## src/rtl/regfile_pkg.sv

```systemverilog
// Shared constants and helpers for the scoreboarded register file.
package regfile_pkg;

  localparam int DEF_DATA_W   = 32;
  localparam int DEF_DEPTH    = 32;
  localparam int DEF_NUM_READ = 2;
  localparam int DEF_TAP_REG  = 6;

  // Ceiling log2; evaluated at elaboration to size address fields.
  function automatic int clog2(input int value);
    int result;
    result = 0;
    for (int i = 0; i < 31; i++) begin
      if ((32'sd1 <<< i) < value) begin
        result = i + 1;
      end
    end
    return result;
  endfunction

endpackage

```

## src/rtl/regfile_scoreboard.sv

```systemverilog
// Pending-write scoreboard: one busy bit per register plus a population counter.
// An issue and a writeback to the same register in one cycle leave it busy,
// because the newly issued instruction now owns that destination.
module regfile_scoreboard
  import regfile_pkg::*;
#(
  parameter int DEPTH  = DEF_DEPTH,
  parameter int ADDR_W = clog2(DEPTH)
) (
  input  logic              clock,
  input  logic              ctrl_reset_n,
  input  logic              issue_en,
  input  logic [ADDR_W-1:0] issue_reg,
  input  logic              wr_en,
  input  logic [ADDR_W-1:0] wr_reg,
  output logic [DEPTH-1:0]  busy,
  output logic [ADDR_W:0]   busy_count
);

  logic [DEPTH-1:0] busy_d, busy_q;
  logic [ADDR_W:0]  count_d, count_q;
  logic             set_s, wr_s, clr_s, inc_s, dec_s;

  // Next-state busy vector and counter; register 0 can never be set or cleared.
  always_comb begin
    busy_d = busy_q;
    set_s  = issue_en && (issue_reg != {ADDR_W{1'b0}});
    wr_s   = wr_en && (wr_reg != {ADDR_W{1'b0}});
    clr_s  = wr_s && !(set_s && (issue_reg == wr_reg));
    inc_s  = set_s && !busy_q[issue_reg];
    dec_s  = clr_s && busy_q[wr_reg];
    if (clr_s) begin
      busy_d[wr_reg] = 1'b0;
    end else begin
      busy_d[wr_reg] = busy_q[wr_reg];
    end
    if (set_s) begin
      busy_d[issue_reg] = 1'b1;
    end else begin
      busy_d[issue_reg] = busy_d[issue_reg];
    end
    count_d = count_q + {{ADDR_W{1'b0}}, inc_s} - {{ADDR_W{1'b0}}, dec_s};
  end

  // Busy bits and counter advance together so the count always equals the popcount.
  always_ff @(posedge clock or negedge ctrl_reset_n) begin
    if (!ctrl_reset_n) begin
      busy_q  <= {DEPTH{1'b0}};
      count_q <= {(ADDR_W + 1){1'b0}};
    end else begin
      busy_q  <= busy_d;
      count_q <= count_d;
    end
  end

  assign busy       = busy_q;
  assign busy_count = count_q;

endmodule

```

## src/rtl/regfile_sb.sv

```systemverilog
// Register file with write-first bypass, hardwired zero register, debug tap
// and a pending-write scoreboard for decode-stage hazard detection.
module regfile_sb
  import regfile_pkg::*;
#(
  parameter int DATA_W   = DEF_DATA_W,
  parameter int DEPTH    = DEF_DEPTH,
  parameter int NUM_READ = DEF_NUM_READ,
  parameter int TAP_REG  = DEF_TAP_REG,
  parameter int ADDR_W   = clog2(DEPTH)
) (
  input  logic                         clock,
  input  logic                         ctrl_reset_n,
  input  logic                         ctrl_writeEnable,
  input  logic [ADDR_W-1:0]            ctrl_writeReg,
  input  logic [DATA_W-1:0]            data_writeReg,
  input  logic                         ctrl_issueEnable,
  input  logic [ADDR_W-1:0]            ctrl_issueReg,
  input  logic [NUM_READ*ADDR_W-1:0]   ctrl_readReg,
  output logic [NUM_READ*DATA_W-1:0]   data_readReg,
  output logic [NUM_READ-1:0]          busy_read,
  output logic [ADDR_W:0]              busy_count,
  output logic [DATA_W-1:0]            data_tap
);

  localparam logic [ADDR_W-1:0] TAP_IDX = ADDR_W'(TAP_REG);

  logic [DATA_W-1:0] regs_d [DEPTH];
  logic [DATA_W-1:0] regs_q [DEPTH];
  logic [DEPTH-1:0]  busy_s;

  // Next-state storage image: a writeback to any register except 0 lands.
  always_comb begin
    regs_d = regs_q;
    if (ctrl_writeEnable && (ctrl_writeReg != {ADDR_W{1'b0}})) begin
      regs_d[ctrl_writeReg] = data_writeReg;
    end else begin
      regs_d[ctrl_writeReg] = regs_q[ctrl_writeReg];
    end
  end

  // Storage array, cleared asynchronously.
  always_ff @(posedge clock or negedge ctrl_reset_n) begin
    if (!ctrl_reset_n) begin
      for (int r = 0; r < DEPTH; r++) begin
        regs_q[r] <= {DATA_W{1'b0}};
      end
    end else begin
      regs_q <= regs_d;
    end
  end

  regfile_scoreboard #(
    .DEPTH  (DEPTH),
    .ADDR_W (ADDR_W)
  ) u_scoreboard (
    .clock        (clock),
    .ctrl_reset_n (ctrl_reset_n),
    .issue_en     (ctrl_issueEnable),
    .issue_reg    (ctrl_issueReg),
    .wr_en        (ctrl_writeEnable),
    .wr_reg       (ctrl_writeReg),
    .busy         (busy_s),
    .busy_count   (busy_count)
  );

  for (genvar i = 0; i < NUM_READ; i++) begin : g_rd
    logic [ADDR_W-1:0] addr_s;
    logic              hit_s;
    logic [DATA_W-1:0] rd_s;

    assign addr_s = ctrl_readReg[i*ADDR_W +: ADDR_W];
    assign hit_s  = ctrl_writeEnable && (ctrl_writeReg == addr_s);

    // Read mux: zero register first, then same-cycle writeback, then storage.
    always_comb begin
      if (addr_s == {ADDR_W{1'b0}}) begin
        rd_s = {DATA_W{1'b0}};
      end else if (hit_s) begin
        rd_s = data_writeReg;
      end else begin
        rd_s = regs_q[addr_s];
      end
    end

    assign data_readReg[i*DATA_W +: DATA_W] = rd_s;
    // A writeback in this cycle satisfies the reader through the bypass.
    assign busy_read[i] = busy_s[addr_s] & ~hit_s;
  end

  assign data_tap = regs_q[TAP_IDX];

endmodule

```

## config.mk

```make
export PLATFORM = sky130hd
export DESIGN_NAME = regfile_sb
export DESIGN_NICKNAME = d
export VERILOG_FILES = /design/src/rtl/regfile_pkg.sv /design/src/rtl/regfile_scoreboard.sv /design/src/rtl/regfile_sb.sv
export SDC_FILE = /design/constraint.sdc
export NUM_CORES = 2
export LEC_CHECK = 0
export CAP_MARGIN = 0
export CORE_MARGIN = 8
export CORE_UTILIZATION = 30
export CTS_CLUSTER_DIAMETER = 100
export CTS_CLUSTER_SIZE = 30
export DETAILED_ROUTE_END_ITERATION = 10
export DONT_BUFFER_PORTS = 1
export GPL_ROUTABILITY_DRIVEN = 0
export SLEW_MARGIN = 30
export SYNTH_ARGS = -nofsm -noshare
export SYNTH_HDL_FRONTEND = slang
export SYNTH_SLANG_ARGS = --single-unit
```

## constraint.sdc

```tcl
create_clock -name clock -period 3.45 [get_ports clock]
set_input_delay 0.5175 -clock clock [delete_from_list [all_inputs] [get_ports clock]]
set_output_delay 0.5175 -clock clock [all_outputs]
set_load 0.005 [all_outputs]
```

==> results.json <==
{
  "rrSetupSlack_ns": 0.38,
  "p_total_mw": 42.51,
  "async_flop_share": 1.000,
  "grt_pass1_vias": 45560,
  "cp_top_family": "multiplexers",
  "postPlaceCellArea_um2": 71480,
  "final.setup.tns_ns": -0.8126,
  "wl_per_cell_um": 33.19,
  "setup_violations": 8,
  "violations": "setup timing",
  "startpoint_type": "input port",
  "layout.nets": 4373,
  "clock-root-buffer": "clkbuf_16",
  "fp.dieH_um": 489.1,
  "muxShareOfSynthArea": 0.4850,
  "synthAdderAreaFrac": 0.001416,
  "grt_max_degree": 291,
  "drive_gt1_frac": 0.5432,
  "drc": 0,
  "num_io_pins": 160,
  "skew_ns": 0.04582,
  "syn_area_per_cell_um2": 14.80,
  "cts_htree_levels": 2,
  "final-hold-violation-count": 0,
  "portBuffers": 0,
  "final.min_clock_period_ns": 3.634,
  "routed_via_density": 6.169,
  "synth-seq-cells": 1062,
  "core_area_um2": 222300,
  "insertion_delay_ns": 0.71,
  "status": "complete, but fails checks",
  "track_usage": 0.1935,
  "r2r-start": "u_scoreboard.busy[11]",
  "synth_cell_type_count": 76,
  "nFillCells": 21460,
  "synth_xor_area_frac": 0.002721,
  "die_w_um": 489.1,
  "firstDrtPassIters": 6,
  "worstSetupEndpointType": "primary output",
  "required_ns": 2.93,
  "critPathMaxFanout": 266,
  "maxSlewHeadroom": 0.1863,
  "cp_data_arrival_time_ns": 3.12,
  "hp-class": "input port to flip-flop",
  "max_freq_mhz": 275.1,
  "syn_to_final_growth_pct": 9.672,
  "pre_cts_slack_ns": 0.03620,
  "cts_tree": "yes",
  "synth-compound-area-share": 0.04588,
  "critPathMaxStageDelay_ns": 0.87,
  "worstMarginPinSlew_ns": 1.221,
  "layout_setup_ws_ns": -0.1845,
  "p_leak_nw": 28.62,
  "postRouteAntennaNets": 0,
  "cts_made_buffers": 47,
  "final_area_um2": 73630,
  "fin_crit_sh": 1.053,
  "vdd_ir_drop_max_uv": 391.7,
  "wl_mm": 242.7,
  "worst_path_max_delay_cell": "mux4_2",
  "synthSimpleGateAreaFrac": 0.03030,
  "path_cells": "mux4_2, mux4_2, mux2i_4, a211oi_1, buf_4, buf_4",
  "cts_buffer_depth": 3,
  "place_hpwl_mm": 131.1,
  "drt_iter0_drc": 5217,
  "synth_cells": 4537,
  "crit_buf_inv": 2,
  "syn-cell-area_um2": 67140,
  "cts_sinks": 1062,
  "worstSetupStartpoint": "ctrl_readReg[5]",
  "antenna_found_initial": 7,
  "start_util": 0.3020,
  "overflow": 0,
  "cts.clk_slew.worst_paths_ns": 0.12,
  "synth_edf_count": 0,
  "syn_nets": 4600,
  "num_rows": 173,
  "path_class": "input port to primary output",
  "fin_util": 0.3312,
  "ys_seq_area_frac": 0.3958,
  "maxCapViolations": 0,
  "synth_ff_type": "dfrtp_1",
  "vias": 45110,
  "die-area_um2": 239200,
  "ys.warnings.count": 0,
  "drv_slew": 0,
  "synth_top_family_by_area": "multiplexers",
  "grt_pass1_wl_mm": 343.2,
  "powerDensity_nw_per_um2": 577.3,
  "min_from": "ctrl_issueEnable"
}
stage by stage:
step	instances	hold WS, ns
2_1_floorplan	4537	0.2219
5_1_grt	7312	0.1041
4_1_cts	7292	0.06212
6_report	7313	0.1033
3_5_place_dp	7213	0.2250
3_3_place_gp	7207	0.2248
sequential cells by signal (all words and copies together) (netlist names):
name and count:
regs_q 992, data_tap 32, u_scoreboard.busy 32, u_scoreboard.busy_count 6
layer usage:
layer / wire length (um) / track usage / part of all wire
met4: 11360 / 0.07722 / 0.047
met5: 71 / 0 / 0.00029
met2: 110200 / 0.2981 / 0.45
met3: 24640 / 0.05208 / 0.10
met1: 96510 / 0.2601 / 0.40
cell type report:
type	instances	area [um^2]	area share
Timing Repair Buffer	299	3213	0.04364
Multi-Input combinational cell	2881	38550	0.5236
Clock buffer	55	1226	0.01665
Inverter	19	71.32	0.0009685
Sequential cell	1062	26580	0.3610
Tap cell	2975	3722	0.05055
Antenna cell	1	2.502	0.00003398
Clock inverter	21	265.3	0.003602
logic make-up after synthesis:
logic type | count (synthesis)
mux | 2020
flops | 1062
buf+inv | 594
simple gates | 420
compound gates | 414
xor+xnor | 20
fa+ha+maj | 7
final timing paths:
kind	endpoint	depth (start not counted)
max	data_readReg[38]	6
min	u_scoreboard.busy[3]	3
max reg2reg	u_scoreboard.busy_count[4]	13
min reg2reg	regs_q[995]	0
max in group asynchronous	regs_q[583]	7
min in group asynchronous	u_scoreboard.busy_count[4]	2
where the power goes:
group	total (mW)	switching, mW	internal (mW)
Sequential	20.1	3.91	16.2
Clock	7.29	4.52	2.77
Combinational	15.1	5.29	9.80
Total	42.5	13.7	28.8
worst reg2reg max path, cell delays in order (launching register included):
cell	delay (ns)
dfrtp_1	0.51
mux4_2	0.51
a32oi_2	0.25
nand3_1	0.09
and2_1	0.19
ha_1	0.27
inv_1	0.05
ha_1	0.16
inv_1	0.07
fa_1	0.43
inv_1	0.07
a21o_1	0.11
a21oi_1	0.07
xnor2_1	0.13
what timing repair did:
item                                   CTS  global route
pin swaps                                0             3
endpoints found under the hold margin  108             9
buffers inserted                         0             2
setup endpoints to repair                9           945
gates resized for setup                 12            16
hold buffers                             3             2
gates cloned                             0            12
synth_stat cells (8+ instances only):
master | n | area, um^2
a211oi_1 | 118 | 885.9
a21oi_1 | 63 | 315.3
a221oi_1 | 31 | 271.5
a22o_1 | 24 | 210.2
a22oi_1 | 60 | 450.4
a31oi_1 | 28 | 175.2
a41oi_1 | 10 | 87.58
and2_1 | 10 | 62.56
buf_1 | 58 | 217.7
buf_2 | 110 | 550.5
buf_4 | 40 | 300.3
clkbuf_1 | 357 | 1340
dfrtp_1 | 1062 | 26580
inv_1 | 16 | 60.06
mux2_2 | 993 | 11180
mux2i_1 | 140 | 1401
mux4_2 | 887 | 19980
nand2_1 | 118 | 442.9
nand2b_1 | 8 | 50.05
nand3_1 | 19 | 95.09
nor2_1 | 136 | 510.5
nor2b_1 | 43 | 269.0
nor3_1 | 24 | 120.1
nor4_1 | 14 | 87.58
o2111a_1 | 11 | 123.9
o21ai_0 | 9 | 45.04
xor2_1 | 12 | 105.1
placed cells by master (no fill, tap or decap), types with 23 or more instances in the layout:
cell type  instances
a221oi_1          31
a22o_1            24
nor2b_1           43
mux2i_1          132
a21oi_1           54
nand2_1          106
mux2_2           993
clkbuf_16         58
nor3_1            23
dfrtp_1         1058
buf_4            231
a22oi_1           59
mux4_2           887
a211oi_1         112
nor2_1           118
buf_12            31
Note: power is estimated with default switching activity, not from simulation.
